### config.mk
export PLATFORM = sky130hd
export DESIGN_NAME = sprite_pos_ctrl
export DESIGN_NICKNAME = d
export VERILOG_FILES = /design/src/rtl/sprite_pkg.sv /design/src/rtl/axis_stepper.sv /design/src/rtl/sprite_pos_ctrl.sv
export SDC_FILE = /design/constraint.sdc
export NUM_CORES = 1
export LEC_CHECK = 0
export BUFFER_PORTS_ARGS = -buffer_cell sky130_fd_sc_hd__buf_2
export CAP_MARGIN = 10
export CELL_PAD_IN_SITES_DETAIL_PLACEMENT = 1
export CELL_PAD_IN_SITES_GLOBAL_PLACEMENT = 2
export CORE_ASPECT_RATIO = 1.1
export CORE_MARGIN = 2
export CORE_UTILIZATION = 34
export CTS_CLUSTER_SIZE = 25
export DETAILED_ROUTE_END_ITERATION = 12
export PLACE_DENSITY = 0.88
export RECOVER_POWER = 100
export REMOVE_ABC_BUFFERS = 1
export SLEW_MARGIN = 10
export SYNTH_ARGS = -nofsm -noshare
export SYNTH_HDL_FRONTEND = slang
export SYNTH_HIERARCHICAL = 1
export SYNTH_SLANG_ARGS = --single-unit
### constraint.sdc
create_clock -name i_clk -period 2.8 [get_ports i_clk]
set_input_delay 0.14 -clock i_clk [delete_from_list [all_inputs] [get_ports i_clk]]
set_output_delay 0.14 -clock i_clk [all_outputs]
set_load 0.05 [all_outputs]
### src/rtl/sprite_pkg.sv
// Shared constants for the sprite position controller: direction bit indices,
// edge-flag indices and the default coordinate type.
package sprite_pkg;

  // Bit positions within the 4-bit direction request
  localparam int unsigned DIR_LEFT  = 3;
  localparam int unsigned DIR_UP    = 2;
  localparam int unsigned DIR_DOWN  = 1;
  localparam int unsigned DIR_RIGHT = 0;

  // Bit positions within the at_edge flag vector
  localparam int unsigned EDGE_LEFT   = 3;
  localparam int unsigned EDGE_TOP    = 2;
  localparam int unsigned EDGE_BOTTOM = 1;
  localparam int unsigned EDGE_RIGHT  = 0;

  localparam int unsigned COORD_W_DFLT = 12;
  typedef logic [COORD_W_DFLT-1:0] coord_t;

endpackage

### src/rtl/axis_stepper.sv
// One axis of the sprite position: saturating step towards 0 or LIMIT on a tick,
// clamped immediate load. Optional acceleration under SPRITE_POS_ACCEL_EN.
module axis_stepper #(
  parameter int unsigned COORD_W  = 12,
  parameter int unsigned LIMIT    = 540,
  parameter int unsigned INIT     = 270,
  parameter int unsigned STEP     = 2,
  parameter int unsigned MAX_STEP = 8
) (
  input  logic               i_clk,
  input  logic               i_rst,
  input  logic               i_dec,
  input  logic               i_inc,
  input  logic               i_tick,
  input  logic               i_hold,
  input  logic               i_load,
  input  logic [COORD_W-1:0] i_load_val,
  output logic [COORD_W-1:0] o_pos
);

  localparam logic [COORD_W-1:0] Limit   = COORD_W'(LIMIT);
  localparam logic [COORD_W-1:0] InitPos = COORD_W'(INIT);
  localparam logic [COORD_W-1:0] StepV   = COORD_W'(STEP);

  if (INIT > LIMIT || STEP > MAX_STEP || LIMIT >= (1 << COORD_W)) begin : g_param_err
    $error("axis_stepper: illegal INIT/LIMIT/STEP/MAX_STEP combination");
  end

  logic [COORD_W-1:0] r_pos;
  logic [COORD_W-1:0] w_pos_nxt;
  logic [COORD_W-1:0] w_step;
  logic [COORD_W-1:0] w_diff;
  logic [COORD_W:0]   w_sum;
  logic               w_move_dec;
  logic               w_move_inc;
  logic               w_move;

  // Opposing or absent requests cancel out
  assign w_move_dec = i_dec & ~i_inc;
  assign w_move_inc = i_inc & ~i_dec;
  assign w_move     = i_tick & ~i_hold & ~i_load & (w_move_dec | w_move_inc);

  assign w_diff = r_pos - w_step;
  assign w_sum  = {1'b0, r_pos} + {1'b0, w_step};

`ifdef SPRITE_POS_ACCEL_EN
  logic [COORD_W-1:0] r_speed;
  logic [1:0]         r_last;
  logic               w_same;

  localparam logic [COORD_W-1:0] MaxStepV = COORD_W'(MAX_STEP);

  // r_last is 00 when the previous tick did not move, so a fresh start never matches
  assign w_same = (r_last == {w_move_dec, w_move_inc});
  assign w_step = w_same ? r_speed : StepV;

  // Speed ramps by one per continued tick, capped; any break in motion restarts at STEP
  always_ff @(posedge i_clk) begin
    if (i_rst || i_load || i_hold) begin
      r_speed <= StepV;
      r_last  <= 2'b00;
    end else if (i_tick) begin
      if (w_move) begin
        r_speed <= (w_step >= MaxStepV) ? MaxStepV : w_step + COORD_W'(1);
        r_last  <= {w_move_dec, w_move_inc};
      end else begin
        r_speed <= StepV;
        r_last  <= 2'b00;
      end
    end
  end
`else
  assign w_step = StepV;
`endif

  // Next position: load wins over movement; movement saturates at 0 and LIMIT
  always_comb begin
    w_pos_nxt = r_pos;
    if (i_load) begin
      w_pos_nxt = (i_load_val > Limit) ? Limit : i_load_val;
    end else if (w_move && w_move_dec) begin
      w_pos_nxt = (r_pos > w_step) ? w_diff : '0;
    end else if (w_move && w_move_inc) begin
      w_pos_nxt = (w_sum < {1'b0, Limit}) ? w_sum[COORD_W-1:0] : Limit;
    end
  end

  // Position register
  always_ff @(posedge i_clk) begin
    if (i_rst) begin
      r_pos <= InitPos;
    end else begin
      r_pos <= w_pos_nxt;
    end
  end

  assign o_pos = r_pos;

endmodule

### src/rtl/sprite_pos_ctrl.sv
// 2-D sprite position controller: tick divider, two axis steppers, edge decode.
// Optional acceleration is compiled in with `define SPRITE_POS_ACCEL_EN.
module sprite_pos_ctrl
  import sprite_pkg::*;
#(
  parameter int unsigned COORD_W    = 12,
  parameter int unsigned TICK_CNT_W = 21,
  parameter int unsigned SCREEN_W   = 640,
  parameter int unsigned SCREEN_H   = 480,
  parameter int unsigned SPRITE_W   = 100,
  parameter int unsigned SPRITE_H   = 100,
  parameter int unsigned X_INIT     = 270,
  parameter int unsigned Y_INIT     = 190,
  parameter int unsigned STEP       = 2,
  parameter int unsigned MAX_STEP   = 8
) (
  input  logic               i_clk,
  input  logic               i_rst,
  input  logic [3:0]         i_dir,
  input  logic               i_hold,
  input  logic               i_load,
  input  logic [COORD_W-1:0] i_load_x,
  input  logic [COORD_W-1:0] i_load_y,
  output logic [COORD_W-1:0] o_x_begin,
  output logic [COORD_W-1:0] o_y_begin,
  output logic               o_tick,
  output logic [3:0]         o_at_edge
);

  localparam int unsigned X_MAX = SCREEN_W - SPRITE_W;
  localparam int unsigned Y_MAX = SCREEN_H - SPRITE_H;

  logic [TICK_CNT_W-1:0] r_cnt;
  logic                  r_tick;
  logic                  w_wrap;
  logic [COORD_W-1:0]    w_x;
  logic [COORD_W-1:0]    w_y;

  // Positions step in the same cycle the counter wraps, so they change with tick
  assign w_wrap = &r_cnt;

  // Free-running divider and registered tick pulse
  always_ff @(posedge i_clk) begin
    if (i_rst) begin
      r_cnt  <= '0;
      r_tick <= 1'b0;
    end else begin
      r_cnt  <= r_cnt + TICK_CNT_W'(1);
      r_tick <= w_wrap;
    end
  end

  axis_stepper #(
    .COORD_W  (COORD_W),
    .LIMIT    (X_MAX),
    .INIT     (X_INIT),
    .STEP     (STEP),
    .MAX_STEP (MAX_STEP)
  ) u_axis_x (
    .i_clk      (i_clk),
    .i_rst      (i_rst),
    .i_dec      (i_dir[DIR_LEFT]),
    .i_inc      (i_dir[DIR_RIGHT]),
    .i_tick     (w_wrap),
    .i_hold     (i_hold),
    .i_load     (i_load),
    .i_load_val (i_load_x),
    .o_pos      (w_x)
  );

  axis_stepper #(
    .COORD_W  (COORD_W),
    .LIMIT    (Y_MAX),
    .INIT     (Y_INIT),
    .STEP     (STEP),
    .MAX_STEP (MAX_STEP)
  ) u_axis_y (
    .i_clk      (i_clk),
    .i_rst      (i_rst),
    .i_dec      (i_dir[DIR_UP]),
    .i_inc      (i_dir[DIR_DOWN]),
    .i_tick     (w_wrap),
    .i_hold     (i_hold),
    .i_load     (i_load),
    .i_load_val (i_load_y),
    .o_pos      (w_y)
  );

  // Edge contact flags decoded straight from the position registers
  always_comb begin
    o_at_edge              = '0;
    o_at_edge[EDGE_LEFT]   = (w_x == '0);
    o_at_edge[EDGE_TOP]    = (w_y == '0);
    o_at_edge[EDGE_BOTTOM] = (w_y == COORD_W'(Y_MAX));
    o_at_edge[EDGE_RIGHT]  = (w_x == COORD_W'(X_MAX));
  end

  assign o_x_begin = w_x;
  assign o_y_begin = w_y;
  assign o_tick    = r_tick;

endmodule

# Yosys cells after proc, flatten, opt, wreduce, memory -nomap -nowiden
# Index checks and enable logic that the tools add are counted.
[word_totals]
register_bits = 46
latchBits = 0
ram_bits = 0
mem_bits_ro = 0
inputBits = 32
out_inout_bits = 29
word_cells = 54
mem_count = 0
[op_classes]
n_addsub = 5
mul = 0
div = 0
n_lt_le_gt_ge = 6
n_eq_ne = 2
shift = 0
mux = 12
bitwise_logic = 16
n_reduce_logical = 9
[op_table]
columns = ["op", "count"]
rows = [
  ["two-way mux 12 bit", 12],
  ["adder 12 x 2 -> 13 bit (second input constant)", 2],
  ["> comparator 12 x 2 -> 1 bit (second input constant)", 2],
  ["zero test 12 bit", 2],
  ["subtractor 12 x 2 -> 12 bit (second input constant)", 2],
  ["adder 21 x 1 -> 21 bit (second input constant)", 1],
  ["AND reduction 21 bit", 1],
  ["less-than comparator 13 x 10 -> 1 bit (second input constant)", 1],
  ["less-than comparator 13 x 9 -> 1 bit (second input constant)", 1],
  ["== test 12 x 10 -> 1 bit (second input constant)", 1],
  ["== test 12 x 9 -> 1 bit (second input constant)", 1],
  ["> comparator 12 x 10 -> 1 bit (second input constant)", 1],
  ["> comparator 12 x 9 -> 1 bit (second input constant)", 1],
  ["bitwise AND 1 bit", 8],
  ["NOT 1 bit", 6],
  ["nonzero test 3 bit", 2],
  ["logical AND 1 bit", 4],
  ["OR 1 bit", 2],
]

# Depth between registers and ports, before layout
# Gate-level depths: netlist (run 1).
[logic_depth]
ltp_word = 8
ltp_mapped = 11
mapped_depth_nobuf = 10

# Modules after synthesis
# The synthesis (run 1) kept the hierarchy.
[modules_own_cells]
columns = ["module", "instances", "cells_each", "area_per_inst_um2"]
rows = [
  ["axis_stepper (u_axis_x)", 1, 179, 1360.1],
  ["axis_stepper (u_axis_y)", 1, 156, 1201.2],
  ["sprite_pos_ctrl", 1, 119, 1109.8],
]

# Worst setup path after synthesis (run 1)
# No wires, ideal clock.
[synth_timing]
kind = "register to output"
from = "register u_axis_y.r_pos[2] (netlist: u_axis_y/o_pos[2])"
to = "output o_at_edge[2]"
t_arrival_ns = 2.559
slack_ns = 0.101
path_stages_with_launch = 3
n_path_buf = 0
cell_sequence = "dfxtp_1 > or4_1 > nor4_1"
[synth_between]
elab_chain_len = 1
[synth_rtl]
columns = ["element", "line_no", "rtl"]
rows = [
  ["start: declaration", "axis_stepper.sv:29", "logic [COORD_W-1:0] r_pos;"],
  ["start signal: assignment", "axis_stepper.sv:91", "r_pos <= InitPos;"],
  ["start signal: assignment", "axis_stepper.sv:93", "r_pos <= w_pos_nxt;"],
  ["zero test 12 bit", "sprite_pos_ctrl.sv:93", "o_at_edge[EDGE_TOP] = (w_y == '0);"],
  ["end: declaration", "sprite_pos_ctrl.sv:27", "output logic [3:0] o_at_edge"],
]
# Every way passes these cells.

# Worst setup path after layout (run 1)
[layout_timing]
from = "register r_cnt[12]"
to = "register u_axis_y.r_pos[8] (netlist: u_axis_y/o_pos[8])"
[layout_between]
elab_chain_len = 7
elab_cells_between_ends = 9
[layout_rtl]
columns = ["element", "line_no", "rtl"]
rows = [
  ["start: declaration", "sprite_pos_ctrl.sv:33", "logic [TICK_CNT_W-1:0] r_cnt;"],
  ["start signal: assignment", "sprite_pos_ctrl.sv:48", "r_cnt <= r_cnt + TICK_CNT_W'(1);"],
  ["AND reduction 21 bit *", "sprite_pos_ctrl.sv:40", "assign w_wrap = &r_cnt;"],
  ["via w_wrap", "sprite_pos_ctrl.sv:35", "logic w_wrap;"],
  ["bitwise AND 1 bit * (3 in series)", "axis_stepper.sv:41", "assign w_move = i_tick & ~i_hold & ~i_load & (w_move_dec | w_move_inc);"],
  ["logical AND 1 bit", "axis_stepper.sv:81", "end else if (w_move && w_move_dec) begin"],
  ["two-way mux 12 bit", "axis_stepper.sv:81", ""],
  ["two-way mux 12 bit", "axis_stepper.sv:79", "if (i_load) begin"],
]
# The timed path passes the listed nets; every way through them passes the cells marked *.
# A chain may end at the register's enable or synchronous reset.

==> results.py, run 1 <==
metrics = {
    "global_routing": {
        "antenna_found_initial": 0,
        "grt_util_all_layers": 0.207,
        "grt_pass1_wl_mm": 19.1,
        "first_global_vias": 3799,
        "grt_max_degree": 37,
        "overflow": 0,
    },
    "floorplan": {
        "die-width_um": 103,
        "initial_core_util": 0.352,
        "die_area_mm2": 0.0116,
        "die_h_um": 113,
        "ios": 61,
        "core_mm2": 0.0104,
        "rows": 39,
    },
    "clock_network": {
        "clock-root-buffer": "clkbuf_16",
        "clock_latency_ps": 300,
        "cts_made_buffers": 5,
        "cts_tree": "done",
        "postCtsHoldBufs": 0,
        "cts_htree_levels": 2,
        "cts_sinks": 46,
        "clk_pin_slew_ps": 70,
        "cts.path.max_buffers": 2,
    },
    "power": {
        "p_sw_mw": 0.567,
        "vdd_drop_max_mv": 0.205,
        "p_leak_nw": 1.51,
        "power_mw": 1.73,
        "clock_power_share": 0.363,
        "swShare": 0.327,
        "pwr-share-comb": 0.218,
        "powerDensity_mw_per_mm2": 413,
        "p_int_mw": 1.17,
        "seqPwrFrac": 0.418,
    },
    "timing": {
        "setup_viol": 0,
        "setup_ws_ps": 191,
        "period_share": 0.932,
        "maxSlewHeadroom": 0.505,
        "setup_tns_ps": 0,
        "tightest_slew_ps": 743,
        "whs_ps": 74.4,
        "rsz0062_at_grt": "no",
        "skew_ps": 13.6,
        "fmax_mhz": 383,
        "fin_crit_ps": 2610,
        "slew_viol_final": 0,
        "finalHoldViolations": 0,
    },
    "detailed_routing": {
        "drc": 0,
        "routedWlPerCell_um": 18.0,
        "drt_pre_antenna_iters": 4,
        "vias": 3706,
        "viasPerCell": 5.64,
        "wl_mm": 11.8,
        "drt_iter0_drc": 146,
        "drtAntennaViolNets": 0,
    },
    "synth": {
        "synth_edf_count": 0,
        "yosysSeqAreaShare": 0.251,
        "synth_top_flop_cell": "dfxtp_1",
        "async_flop_share": 0,
        "netlist_area_mm2": 0.00367,
        "ys_ff_latch": 46,
        "synth_cells": 454,
        "syn_avg_cell_area_um2": 8.09,
        "synth.distinct_cells": 78,
        "ys_warn_count": 6,
    },
    "finish": {
        "area_growth_pct": 14.3,
        "nets": 556,
        "antenna_cells": 0,
        "drive_gt1_frac": 0.165,
        "fin_cells": 657,
        "finish.utilization": 0.402,
        "finalInstanceArea_mm2": 0.00420,
    },
    "worst_setup_path": {
        "critPathKind": "reg2reg",
        "cp_max_fo": 5,
        "endpoint_kind": "register",
        "path_cells": "and4_1 > and4_1 > and4_1 > nand2b_1 > nor3b_2 > buf_4 > or2_2 > a21oi_1 > nor4_1 > nor4_1",
        "crit_required_ps": 2940,
        "cp_common_cell": "and4_1",
        "critPathMaxStageDelay_ps": 430,
        "crit_slowest_cell": "dfxtp_1",
        "critPathLaunchType": "register",
        "critPathArrivalTime_ps": 2750,
    },
    "placed_design": {
        "dp_cells": 649,
        "portBuffers": 60,
        "gp_congestion": 0.908,
        "dp_slack_ps": 37.9,
        "dpl_cell_area_mm2": 0.00413,
        "place_hpwl_mm": 8.95,
    },
    "status": {
        "status": "finished, final reports clean",
    },
    "job": {
        "maxCapViolations": 0,
    },
    "min_path": {
        "min_path_type": "in2reg",
    },
}
==> placed cells by master, fill, tap and decap left out, drive strengths merged, types with 7 or more instances in the layout <==
cell    netlist  routed
nor2b        13      13
buf          14      43
inv          16      17
nor3         23      23
nand3        21      21
nor2         61      61
nand4        10      10
a21oi        28      28
xor2         12      12
clkbuf        9      39
ha           11      11
o22ai         7       7
nand2        24      24
xnor2        21      21
nor4         16      16
o21ai        16      16
dfxtp        46      46
==> worst max-delay path: cells and delay by family (launching register included) <==
family                 cells  cell delay [ps]
AND/OR/NAND/NOR            8             1800
buffers and inverters      1              170
flip-flops                 1              430
AO/OA/AOI/OAI              1               70
==> power groups by stage <==
stage	clock (mW)	sequential (mW)	combinational (mW)
5_1_grt	0.677	0.731	0.411
6_report	0.630	0.725	0.379
3_5_place_dp	0	0.741	0.384
2_1_floorplan	0	0.790	0.187
4_1_cts	0.650	0.725	0.386
3_3_place_gp	0	0.737	0.377
==> state kept, by name, indices dropped and copies added, names as in the netlist <==
name,flops
u_axis_y/o_pos,12
u_axis_x/o_pos,12
r_cnt,21
o_tick,1
==> metal layers <==
layer / track usage / share of wire
met4: 0.0842 / 0.023
met3: 0.0241 / 0.035
met5: 0 / 0
met2: 0.361 / 0.50
met1: 0.255 / 0.44
==> area by class of cell <==
| type | count | area [um2] |
|---|---|---|
| repair buffers | 75 | 367 |
| fillers | 1350 | 6250 |
| flip-flops and latches | 46 | 921 |
| clock buffers | 7 | 143 |
| well taps | 143 | 179 |
| multi-input cells | 368 | 2510 |
| inverters | 17 | 63.8 |
| clock inverters | 1 | 8.76 |
==> synth_stat cells, types with 4 or more instances <==
cell,instances,area (um2)
nor2_1,61,229
dfxtp_1,46,921
a21oi_1,27,135
nand2_1,22,82.6
nor3_1,21,105
xnor2_1,20,175
nand3_1,19,95.1
inv_1,16,60.1
nor2b_1,13,81.3
o21ai_0,13,65.1
ha_1,11,138
nor4_1,11,68.8
xor2_1,10,87.6
clkbuf_1,9,33.8
nand4_1,8,50.1
buf_2,7,35.0
o22ai_1,7,43.8
or3_1,6,37.5
and4_1,5,43.8
nor3b_1,5,37.5
a311oi_1,4,35.0
a31oi_1,4,25.0
and3_1,4,25.0
buf_6,4,45.0
nand2b_1,4,25.0
nand3b_1,4,30.0
o31ai_1,4,30.0
o41ai_1,4,35.0
==> worst paths after layout <==
| path | start | endpoint | slack, ps | cells past startpoint |
|---|---|---|---|---|
| worst min register to register | r_cnt[0]$_SDFF_PP0_ | r_cnt[0]$_SDFF_PP0_ | 480 | 1 |
| worst max register to register | r_cnt[12]$_SDFF_PP0_ | u_axis_y/o_pos[8]$_SDFFE_PP0P_ | 190 | 10 |
| worst min-delay path | i_load_y[1] | u_axis_y/o_pos[1]$_SDFFE_PP1P_ | 70 | 3 |
| worst max-delay path | r_cnt[12]$_SDFF_PP0_ | u_axis_y/o_pos[8]$_SDFFE_PP0P_ | 190 | 10 |
==> cell families after synthesis <==
family                     Yosys count  share of synthesized area
and+or+nand+nor                    218                      0.355
xor gates and xnor gates            33                     0.0879
AOI/OAI and AO/OA                  101                      0.199
DFF                                 46                      0.251
buffers and inverters               40                     0.0535
muxes                                5                     0.0157
adders and majority gates           11                     0.0375
==> what timing repair did <==
action | 4_1_cts | 5_1_grt
buffers inserted | 0 | 0
resized for setup | 0 | 5
setup endpoints to repair | 0 | 12
Note: power is estimated with default switching activity, not from simulation.
==> run 2, diff against run 1 <==
--- a/config.mk
+++ b/config.mk
@@ -11,4 +11,4 @@
 export CELL_PAD_IN_SITES_GLOBAL_PLACEMENT = 2
-export CORE_ASPECT_RATIO = 1.1
-export CORE_MARGIN = 2
+export CORE_ASPECT_RATIO = 1.5
+export CORE_MARGIN = 8
 export CORE_UTILIZATION = 34
--- a/constraint.sdc
+++ b/constraint.sdc
@@ -3,2 +3,2 @@
 set_output_delay 0.14 -clock i_clk [all_outputs]
-set_load 0.05 [all_outputs]
+set_load 0.01 [all_outputs]
==> results.py, run 2 (synthesis results as in run 1) <==
metrics = {
    "status": {
        "status": "complete, but fails checks",
        "failed_checks": "max-capacitance violations, max-slew violations",
    },
    "finish": {
        "area_growth_pct": 15.2,
        "top_register": "r_cnt",
        "nets": 559,
        "antenna_cells": 0,
        "layout_commonest_cell": "nor2_1",
        "largest_reg_flops": 21,
        "drive_gt1_frac": 0.174,
        "n_fill_cell": 1339,
        "final_cell_mix": "nor2_1, dfxtp_1, buf_2, clkbuf_1, a21oi_1",
    },
    "detailed_routing": {
        "drc": 0,
        "wl_met2_mm": 6.66,
        "vias": 3721,
        "wl_met1_mm": 4.79,
        "routed-wl-met3_um": 484,
        "top_layer_used": "met4",
        "viasPerCell": 5.63,
        "wl_mm": 12.4,
        "drtAntennaViolNets": 0,
        "drt_pre_antenna_iters": 4,
        "drt_iter0_drc": 148,
        "routedWlPerCell_um": 18.7,
    },
    "job": {
        "maxCapViolations": 1,
    },
    "power": {
        "power_mw": 1.67,
        "powerDensity_mw_per_mm2": 394,
        "vdd_drop_max_mv": 0.244,
        "p_leak_nw": 1.54,
    },
    "timing": {
        "fmax_mhz": 383,
        "tightest_slew_ps": 1920,
        "maxSlewHeadroom": -0.282,
        "slew_viol_final": 41,
        "rsz0062_at_grt": "no",
        "fin_crit_ps": 2610,
        "period_share": 0.932,
        "setup_viol": 0,
        "setup_tns_ps": 0,
        "whs_ps": 75.7,
        "skew_ps": 6.45,
        "finalHoldViolations": 0,
    },
    "global_routing": {
        "first_global_vias": 4003,
        "antenna_found_initial": 0,
        "overflow": 0,
        "grt_util_all_layers": 0.178,
        "grt_max_degree": 41,
        "grt_pass1_wl_mm": 20.5,
    },
    "worst_setup_path": {
        "critPathKind": "reg2reg",
        "critPathLaunchType": "register",
        "crit_required_ps": 3000,
        "endpoint_kind": "register",
        "cp_max_fo": 8,
        "critPathArrivalTime_ps": 2810,
    },
    "clock_network": {
        "cts.path.max_buffers": 2,
        "cts_tree": "done",
        "cts_setup_buffers": 0,
        "clock-root-buffer": "clkbuf_16",
        "cts_sinks": 46,
        "clk_pin_slew_ps": 70,
        "clock_latency_ps": 290,
        "cts_htree_levels": 2,
        "cts_made_buffers": 5,
    },
    "floorplan": {
        "rows": 46,
        "ios": 61,
        "die-width_um": 101,
        "die_area_mm2": 0.0144,
        "die_h_um": 143,
        "core_mm2": 0.0105,
        "initial_core_util": 0.349,
    },
    "placed_design": {
        "gp_congestion": 0.926,
        "portBuffers": 60,
        "place_hpwl_mm": 9.65,
    },
    "min_path": {
        "min_path_type": "in2reg",
    },
}
-- run 2: path summary, 6_finish.rpt --
kind	startpoint	endpoint	slack, ps	depth (start not counted)
min reg2reg	r_cnt[0]$_SDFF_PP0_	r_cnt[0]$_SDFF_PP0_	490	1
max reg2reg	r_cnt[0]$_SDFF_PP0_	u_axis_y/o_pos[8]$_SDFFE_PP0P_	190	10
max	r_cnt[0]$_SDFF_PP0_	u_axis_y/o_pos[8]$_SDFFE_PP0P_	190	10
min	i_load_y[1]	u_axis_y/o_pos[1]$_SDFFE_PP1P_	80	3
-- run 2: worst max-delay path, stage by stage (launching register included) --
cell	delay [ps]
dfxtp_1	410
ha_1	280
nand3_4	110
nor3_4	260
and4_1	250
nand2b_1	140
nor3b_2	220
nand2_1	250
a21oi_1	240
nor3_1	90
nor4_1	270
-- run 2: area by class of cell --
| class | instances | area [um2] | area share |
|---|---|---|---|
| clock inverters | 3 | 21.3 | 0.00503 |
| clock buffers | 5 | 125 | 0.0296 |
| multi-input cells | 368 | 2540 | 0.600 |
| well taps | 144 | 180 | 0.0426 |
| flip-flops and latches | 46 | 921 | 0.218 |
| repair buffers | 78 | 378 | 0.0894 |
| inverters | 17 | 63.8 | 0.0151 |
-- run 2: metal layers --
metal | vias to the layer above | global-route usage
met1 | 1814 | 0.180
met3 | 30 | 0.0322
met5 | - | 0
li1 | 1794 | -
met4 | 0 | 0.0864
met2 | 83 | 0.338
-- run 2: power breakdown --
group          switching [mW]  internal (mW)  leakage (nW)  total [mW]
Combinational           0.191          0.134          1.09       0.325
Sequential             0.0548          0.674         0.375       0.729
Clock                   0.282          0.332        0.0698       0.614
Total                   0.528           1.14          1.54        1.67
-- run 2: what timing repair did --
action | in CTS | in global routing
endpoints found under the setup margin | 0 | 6
resized for setup | 0 | 3
hold buffers | 0 | 0
-- run 2: metrics by stage --
step           std cells  utilization  area [um2]  setup slack, ps
2_1_floorplan        431            -        3540              281
6_report             661        0.401        4230              189
3_5_place_dp         653        0.394        4150              131
5_1_grt              661        0.401        4230             25.4
4_1_cts              661        0.408        4300             90.3
3_3_place_gp         653        0.394        4150              290
